### src/rtl/div_issue_pkg.sv
// -----------------------------------------------------------------------------
// div_issue_pkg
// Shared types and helpers for the divider issue controller: FSM state enum,
// req_op encodings, the operand/result widths and the cache key layout, plus
// the quotient/remainder select and W-variant sign-extension helper.
// -----------------------------------------------------------------------------
package div_issue_pkg;

    localparam int XLEN      = 64;
    localparam int DIV_RES_W = 128;

    typedef enum logic [1:0] {
        ST_IDLE  = 2'd0,
        ST_BUSY  = 2'd1,
        ST_DRAIN = 2'd2,
        ST_DONE  = 2'd3
    } div_state_e;

    // req_op[0] marks the unsigned forms, req_op[1] marks the remainder forms.
    localparam logic [1:0] OP_DIV  = 2'b00;
    localparam logic [1:0] OP_DIVU = 2'b01;
    localparam logic [1:0] OP_REM  = 2'b10;
    localparam logic [1:0] OP_REMU = 2'b11;

    // Everything that determines the divider's raw {remainder, quotient}.
    // DIV and REM on the same operands share a key, which is what makes the
    // cache useful for the usual DIV/REM pair.
    typedef struct packed {
        logic [XLEN-1:0] rs1;
        logic [XLEN-1:0] rs2;
        logic            sign;
        logic            w;
    } div_key_t;

    // Pick the quotient or remainder half of the divider output. W variants
    // always sign-extend bit 31, including the unsigned W forms.
    function automatic logic [XLEN-1:0] format_result(
        input logic [DIV_RES_W-1:0] res,
        input logic                 is_rem,
        input logic                 w
    );
        logic [XLEN-1:0] sel;
        logic [XLEN-1:0] out;
        sel = is_rem ? res[DIV_RES_W-1:XLEN] : res[XLEN-1:0];
        if (w) begin
            out = {{(XLEN-32){sel[31]}}, sel[31:0]};
        end else begin
            out = sel;
        end
        return out;
    endfunction

endpackage

### src/rtl/div_issue_ctrl_cache.sv
// -----------------------------------------------------------------------------
// div_result_cache
// One-entry store holding the last raw divider result and the key it was
// computed for. The key is registered; a lookup compares the live request key
// against it in the same cycle so a hit can skip the divider entirely.
// With CACHE_EN=0 the entry is never reported as a hit.
//
// Ports:
//   clk, rst     clock, asynchronous active-high reset (clears the valid bit)
//   lookup_key   key of the request currently presented by EX
//   hit          lookup_key matches a valid stored entry
//   hit_data     stored raw {remainder, quotient}
//   upd_en       strobe: store upd_key/upd_data this cycle
//   upd_key      key of the operation the divider just finished
//   upd_data     raw divider result to store
// -----------------------------------------------------------------------------
module div_result_cache
    import div_issue_pkg::*;
#(
    parameter bit CACHE_EN = 1'b1
) (
    input  logic                 clk,
    input  logic                 rst,
    input  div_key_t             lookup_key,
    output logic                 hit,
    output logic [DIV_RES_W-1:0] hit_data,
    input  logic                 upd_en,
    input  div_key_t             upd_key,
    input  logic [DIV_RES_W-1:0] upd_data
);

    logic                 valid_q, valid_d;
    div_key_t             key_q, key_d;
    logic [DIV_RES_W-1:0] data_q, data_d;

    always_comb begin
        valid_d = valid_q;
        key_d   = key_q;
        data_d  = data_q;
        if (upd_en) begin
            valid_d = 1'b1;
            key_d   = upd_key;
            data_d  = upd_data;
        end
    end

    always_ff @(posedge clk or posedge rst) begin
        if (rst) begin
            valid_q <= 1'b0;
            key_q   <= '0;
            data_q  <= '0;
        end else begin
            valid_q <= valid_d;
            key_q   <= key_d;
            data_q  <= data_d;
        end
    end

    always_comb begin
        hit      = CACHE_EN && valid_q && (key_q == lookup_key);
        hit_data = data_q;
    end

endmodule

### src/rtl/div_issue_ctrl.sv
// -----------------------------------------------------------------------------
// div_issue_ctrl
// Execute-stage initiator for the multi-cycle radix-2 divider. Accepts a
// DIV/DIVU/REM/REMU (optionally W) op from EX, stalls the pipeline while the
// divider runs, holds stable registered operands on the divider interface and
// returns one registered, formatted result. A one-entry result cache lets the
// second op of a DIV/REM pair on identical operands finish without the divider.
//
// Ports:
//   clk, rst                clock, asynchronous active-high reset
//   req_valid               EX holds a divide-class op (held while stalled)
//   req_op, req_w           operation select and W-variant flag
//   req_rs1, req_rs2        dividend, divisor
//   flush                   kill the current instruction
//   stall_req               freeze EX and earlier stages
//   resp_valid, resp_data   one-cycle result strobe and rd write value
//   div_valid               request to the divider
//   div_sign, div_32        signed / W operation to the divider
//   div_rs1, div_rs2        registered operands to the divider
//   div_ready, div_result   divider completion and {remainder, quotient}
// -----------------------------------------------------------------------------
module div_issue_ctrl
    import div_issue_pkg::*;
#(
    parameter int XLEN     = div_issue_pkg::XLEN,
    parameter bit CACHE_EN = 1'b1
) (
    input  logic                 clk,
    input  logic                 rst,
    input  logic                 req_valid,
    input  logic [1:0]           req_op,
    input  logic                 req_w,
    input  logic [XLEN-1:0]      req_rs1,
    input  logic [XLEN-1:0]      req_rs2,
    input  logic                 flush,
    output logic                 stall_req,
    output logic                 resp_valid,
    output logic [XLEN-1:0]      resp_data,
    output logic                 div_valid,
    output logic                 div_sign,
    output logic                 div_32,
    output logic [XLEN-1:0]      div_rs1,
    output logic [XLEN-1:0]      div_rs2,
    input  logic                 div_ready,
    input  logic [DIV_RES_W-1:0] div_result
);

    div_state_e state_q, state_d;

    logic            rem_q, rem_d;
    logic            w_q, w_d;
    logic            sign_q, sign_d;
    logic [XLEN-1:0] rs1_q, rs1_d;
    logic [XLEN-1:0] rs2_q, rs2_d;
    logic [XLEN-1:0] resp_data_q, resp_data_d;

    logic                 accept;
    logic                 div_done;
    logic                 cache_hit;
    logic [DIV_RES_W-1:0] cache_data;
    div_key_t             lookup_key;
    div_key_t             upd_key;

    // The cache is keyed on the raw divide (operands, signedness, width), so
    // the live request key is compared on acceptance and the registered
    // operands are stored whenever the divider hands back a result.
    always_comb begin
        lookup_key.rs1  = req_rs1;
        lookup_key.rs2  = req_rs2;
        lookup_key.sign = ~req_op[0];
        lookup_key.w    = req_w;
        upd_key.rs1     = rs1_q;
        upd_key.rs2     = rs2_q;
        upd_key.sign    = sign_q;
        upd_key.w       = w_q;
    end

    div_result_cache #(
        .CACHE_EN (CACHE_EN)
    ) u_cache (
        .clk        (clk),
        .rst        (rst),
        .lookup_key (lookup_key),
        .hit        (cache_hit),
        .hit_data   (cache_data),
        .upd_en     (div_done),
        .upd_key    (upd_key),
        .upd_data   (div_result)
    );

    always_ff @(posedge clk or posedge rst) begin
        if (rst) begin
            state_q <= ST_IDLE;
        end else begin
            state_q <= state_d;
        end
    end

    // A flush while the divider is still working cannot abort it, so the
    // op is parked in DRAIN until the divider finishes. A flush coinciding
    // with div_ready has nothing left to wait for and returns to IDLE.
    always_comb begin
        state_d = state_q;
        case (state_q)
            ST_IDLE: begin
                if (req_valid && !flush) begin
                    state_d = cache_hit ? ST_DONE : ST_BUSY;
                end
            end
            ST_BUSY: begin
                if (div_ready) begin
                    state_d = flush ? ST_IDLE : ST_DONE;
                end else if (flush) begin
                    state_d = ST_DRAIN;
                end
            end
            ST_DRAIN: begin
                if (div_ready) begin
                    state_d = ST_IDLE;
                end
            end
            ST_DONE: begin
                state_d = ST_IDLE;
            end
            default: begin
                state_d = ST_IDLE;
            end
        endcase
    end

    // div_valid stays high through DRAIN: dropping it would freeze the
    // divider's iteration counter. While draining, EX is only stalled if it
    // already presents the next divide, which then waits for IDLE.
    always_comb begin
        accept     = (state_q == ST_IDLE) && req_valid && !flush;
        div_valid  = (state_q == ST_BUSY) || (state_q == ST_DRAIN);
        div_done   = div_valid && div_ready;
        resp_valid = (state_q == ST_DONE) && !flush;
        stall_req  = accept
                   || (state_q == ST_BUSY)
                   || ((state_q == ST_DRAIN) && req_valid);
    end

    // Operands are captured once on acceptance and held until the next
    // acceptance so the divider sees them stable for the whole iteration.
    // A cache hit formats with the live op since the stored entry may have
    // been produced by the partner DIV/REM op.
    always_comb begin
        rem_d       = rem_q;
        w_d         = w_q;
        sign_d      = sign_q;
        rs1_d       = rs1_q;
        rs2_d       = rs2_q;
        resp_data_d = resp_data_q;
        if (accept) begin
            rem_d  = req_op[1];
            w_d    = req_w;
            sign_d = ~req_op[0];
            rs1_d  = req_rs1;
            rs2_d  = req_rs2;
            if (cache_hit) begin
                resp_data_d = format_result(cache_data, req_op[1], req_w);
            end
        end else if ((state_q == ST_BUSY) && div_ready) begin
            resp_data_d = format_result(div_result, rem_q, w_q);
        end
    end

    always_ff @(posedge clk or posedge rst) begin
        if (rst) begin
            rem_q       <= 1'b0;
            w_q         <= 1'b0;
            sign_q      <= 1'b0;
            rs1_q       <= '0;
            rs2_q       <= '0;
            resp_data_q <= '0;
        end else begin
            rem_q       <= rem_d;
            w_q         <= w_d;
            sign_q      <= sign_d;
            rs1_q       <= rs1_d;
            rs2_q       <= rs2_d;
            resp_data_q <= resp_data_d;
        end
    end

    assign resp_data = resp_data_q;
    assign div_sign  = sign_q;
    assign div_32    = w_q;
    assign div_rs1   = rs1_q;
    assign div_rs2   = rs2_q;

endmodule

### config.mk
export PLATFORM = sky130hd
export DESIGN_NAME = div_issue_ctrl
export DESIGN_NICKNAME = d
export VERILOG_FILES = /design/src/rtl/div_issue_pkg.sv /design/src/rtl/div_issue_ctrl_cache.sv /design/src/rtl/div_issue_ctrl.sv
export SDC_FILE = /design/constraint.sdc
export NUM_CORES = 1
export LEC_CHECK = 0
export CELL_PAD_IN_SITES_DETAIL_PLACEMENT = 0
export CELL_PAD_IN_SITES_GLOBAL_PLACEMENT = 1
export CORE_MARGIN = 4
export CORE_UTILIZATION = 36
export DETAILED_ROUTE_END_ITERATION = 8
export PLACE_DENSITY = 0.79
export SLEW_MARGIN = 10
export SYNTH_ARGS = -nofsm -noshare
export SYNTH_HDL_FRONTEND = slang
export SYNTH_SLANG_ARGS = --single-unit
export TNS_END_PERCENT = 100
### constraint.sdc
create_clock -name clk -period 14.5 [get_ports clk]
set_input_delay 2.9 -clock clk [delete_from_list [all_inputs] [get_ports clk]]
set_output_delay 2.9 -clock clk [all_outputs]
set_load 0.05 [all_outputs]
# After elaboration in Yosys (flattened, before gate mapping)
# Index checks and enable logic that the tools add are counted.
# word_totals
ff_bits	456
inputBits	264
out_inout_bits	197
# op_classes
n_eq_ne	8
mux	14
bitwise	1
reduce_logical	16
# ops
cell	count
$mux W64	7
$eq A130 B130 Y1	1
$mux W2	6
$logic_and A1 B1 Y1	8
$pmux W2 S4	1
$eq A2 B2 Y1 const B	2
$ne A2 B2 Y1 const B	2
$logic_or A1 B1 Y1	3
$ne A3 B3 Y1 const B	1
$reduce_and A3 Y1	1
$eq A2 B1 Y1 const B	1
$logic_not A2 Y1	1
$ne A2 B1 Y1 const B	1
$reduce_and A2 Y1	1
$reduce_bool A2 Y1	1
$logic_not A1 Y1	1
$not A1 Y1	1

# Logic depth before layout (Yosys ltp)
# logic_depth
depth_word	6
mapped_depth	9
depth_no_buf	7

# Cells and area by module
# From an unflattened synthesis, not the netlist that was laid out.
# unflattened
hier_cells	1840
area_unflattened_um2	20597.3
# by_module_without_submodules
mod	n_inst	cells_per_inst	area_per_inst_um2
div_result_cache	1	803	11207.0
div_issue_ctrl	1	1037	9390.3

# Worst setup path before layout
# OpenSTA, ideal clock, no wires.
# synth_timing
kind	input port to output port
from	input port flush
to	output port stall_req
t_arrival_ps	4265
required_ps	11600
setup_slack_ps	7335
path_stages	6
cell_sequence	inv_1 nand3_1 clkbuf_1 clkbuf_1 clkbuf_1 nand2_1
# synth_via
elab_chain_len	4
# synth_rtl
item	line	source
start: declaration	div_issue_ctrl.sv:35	input logic flush,
$logic_not A1 Y1	div_issue_ctrl.sv:135	accept = (state_q == ST_IDLE) && req_valid && !flush;
$logic_and A1 B1 Y1	div_issue_ctrl.sv:135	
$logic_or A1 B1 Y1	div_issue_ctrl.sv:140	|| (state_q == ST_BUSY)
$logic_or A1 B1 Y1	div_issue_ctrl.sv:141	|| ((state_q == ST_DRAIN) && req_valid);
end: declaration	div_issue_ctrl.sv:36	output logic stall_req,
# Every way passes these cells.

# Worst setup path in the final report
# Ends and elaborated chain as after synthesis.

==> impl_metrics.yaml <==
timing:
  slew_headroom: 0.2292
  worst_slew_pin_slew_ps: 1156
  period_minus_slack_ps: 8482
  period_share: 0.5849
  tns_ps: 0
  rsz0062_at_grt: "no"
  setup_violations: 0
  finalHoldViolCount: 0
  fmax_mhz: 117.9
  fin_ws_ps: 6018
  finalMaxSlewViolations: 0
  clock_skew_ps: 28.31
synthesis:
  synth-seq-area-share: 0.5513
  ys_ff_latch: 456
  yosysWarnings: 0
  synth.most_common_cell: "dfrtp_1"
  synth_top_area_frac: 0.5513
  synthArstFlopShare: 1.000
  synth_flop_cell: "dfrtp_1"
  yosys-top-cells-area: "dfrtp_1 55%, mux2_2 17%, nand2_1 6.7%"
  synth-edff-count: 0
  avgSynthCellArea_sq_um: 11.83
  synth_area_leader_cell: "dfrtp_1"
  synth_area_sq_mm: 0.02070
  synth_cells: 1750
  post_synth_num_cell_types: 39
  yosys-top-cells-count: "456 x dfrtp_1, 368 x nand2_1, 318 x mux2_2"
  postSynthNetCount: 2019
placement:
  io_buffers: 460
  gp_congestion: 0.8571
  dp_slack_ps: 6022
  dp_cells: 2883
  dpl.hpwl_mm: 45.84
critical_path:
  critPathMaxStageDelay_ps: 870
  start_kind: "input pin"
  worstPathMaxFanout: 67
  crit_arrival_ps: 5580
  cpMostUsedCell: "clkdlybuf4s50_1"
  crit_buf_inv: 3
  crit_type: "input pin to output port"
  worst_setup_path_end_kind: "output port"
  crit_path_top_delay_cell: "clkdlybuf4s50_1"
  cp_cell_sequence: "clkdlybuf4s50_1 > inv_1 > nand3_4 > nand2_1 > clkdlybuf4s50_1"
  required_ps: 11600
  cp_top_family: "buffers and inverters"
detailed_routing:
  routed_wl_mm: 65.09
  drc: 0
  dr_total_vias: 14910
  drtAntennaViolNets: 0
  drtIter0Drc: 617
  drt_pass1_iterations: 5
  post_drt_wl_per_cell_um: 21.83
  via_per_inst: 5.001
clock_tree:
  numCtsBuffers: 52
  clock_path_buffers: 3
  root_buffer: "clkbuf_16"
  cts_tree: "done"
  post-cts-setup-buffers: 0
  path_clk_slew_ps: 60
  htreeDepth: 2
  cts.repair.resized: 0
  cts_hold_buf: 0
  cts.sinks: 456
  clk_latency_ps: 610
power_and_ir_drop:
  peakVddDrop_uv: 171.8
  power.density_mw_per_mm2: 247.8
  power_mw: 6.866
  p_leak_nw: 12.05
floorplan:
  die-area_sq_mm: 0.06139
  initial_core_util: 0.3656
  core_sq_mm: 0.05660
  dieWidth_um: 247.8
  num_rows: 87
  io_pins: 461
  dieHeight_um: 247.8
cells_and_area:
  drive_above_1_share: 0.1951
  seqCellArea_sq_mm: 0.01141
  final_nets: 2450
  final_cells: 2982
  syn_to_final_growth_pct: 33.87
  fill_cells: 5084
  multi_input_area_sq_mm: 0.008775
run:
  maxCapViolations: 0
grt:
  grt_start_max_net_pins: 174
  grt_first_pass_wirelength_mm: 96.58
  grt_pass1_vias: 15680
  grt_usage: 0.2059
  grt_overflow_total: 0
  antenna_found_initial: 14
status:
  status: "completed"
hold_path:
  worstHoldPathType: "flop to flop"
metal layers:
layer	wire, um	GRT usage
met1	27230	0.2604
met2	31290	0.3452
met3	5304	0.06623
met4	1167	0.04895
met5	103	0
final timing paths:
kind                       slack, ps           endpoint  cells past startpoint                from
setup reg to reg               10720       resp_data[5]                      8  u_cache.key_q[129]
min in group asynchronous       2950  u_cache.key_q[66]                      3                 rst
max in group asynchronous       9140  u_cache.key_q[25]                      5                 rst
hold reg to reg                  470    u_cache.valid_q                      1     u_cache.valid_q
hold / removal                   470    u_cache.valid_q                      1     u_cache.valid_q
setup / recovery                6020          stall_req                      5               flush
cell usage in the layout, fill, tap and decap left out, types with 2 or more instances in the layout:
master	instances
nor2_1	7
ha_1	5
clkinv_2	9
clkinvlp_4	3
a22o_1	2
mux2_2	318
buf_4	16
o2111ai_1	13
mux2i_1	97
o21ai_0	17
dfrtp_1	455
diode_2	7
mux2_4	4
o22ai_1	3
clkbuf_1	9
nand2_1	367
a221o_1	2
nand2b_1	39
inv_6	2
nor3_1	3
bufinv_16	2
inv_1	30
nand3_1	3
clkbuf_16	52
xnor2_1	74
nand4_1	19
nor2b_1	56
nor4_1	11
a2111o_1	9
xor2_1	3
clkdlybuf4s50_1	459
o221ai_1	34
a21oi_1	35
a211oi_1	31
clkbuf_8	13
where the power goes:
part / switching [mW] / internal [mW]
logic: 1.89 / 1.36
clock network: 0.540 / 0.763
registers: 0.418 / 1.90
total: 2.84 / 4.02
registers in the layout, indices dropped and copies added, names as in the netlist:
name              flops
div_32                1
div_rs1              64
div_rs2              64
div_sign              1
rem_q                 1
resp_data            64
state_q               2
u_cache.hit_data    128
u_cache.key_q       130
u_cache.valid_q       1
kinds of logic (layout without fill, tap and decap cells):
| group | count (synthesis) | count (layout) | share of synthesized area |
|---|---|---|---|
| adder cells (fa/ha/maj) | 5 | 5 | 0.003023 |
| buffers and inverters | 130 | 599 | 0.02642 |
| flip-flops | 456 | 456 | 0.5513 |
| XOR/XNOR | 77 | 77 | 0.03258 |
| multiplexers | 419 | 419 | 0.2228 |
| AND/OR/NAND/NOR | 514 | 514 | 0.1109 |
| AO/OA/AOI/OAI | 149 | 149 | 0.05296 |
| other | 0 | 7 | 0 |
stage by stage:
stage          utilization  hold slack [ps]  area, sq um
2_1_floorplan            -            434.9        20700
3_5_place_dp        0.4592            455.6        25990
4_1_cts             0.4892            468.8        27690
6_report            0.4895            474.8        27710
3_3_place_gp        0.4592            450.3        25990
5_1_grt             0.4893            507.5        27700
cell type report:
type | instances | share of cell area
clock buffers | 74 | 0.05464
repair buffers | 476 | 0.1709
flip-flops and latches | 456 | 0.4120
multi-input cells | 1164 | 0.3167
diodes | 7 | 0.0006322
clock inverters | 18 | 0.006684
well taps | 756 | 0.03414
inverters | 31 | 0.004335
(Power assumes the default switching activity.)
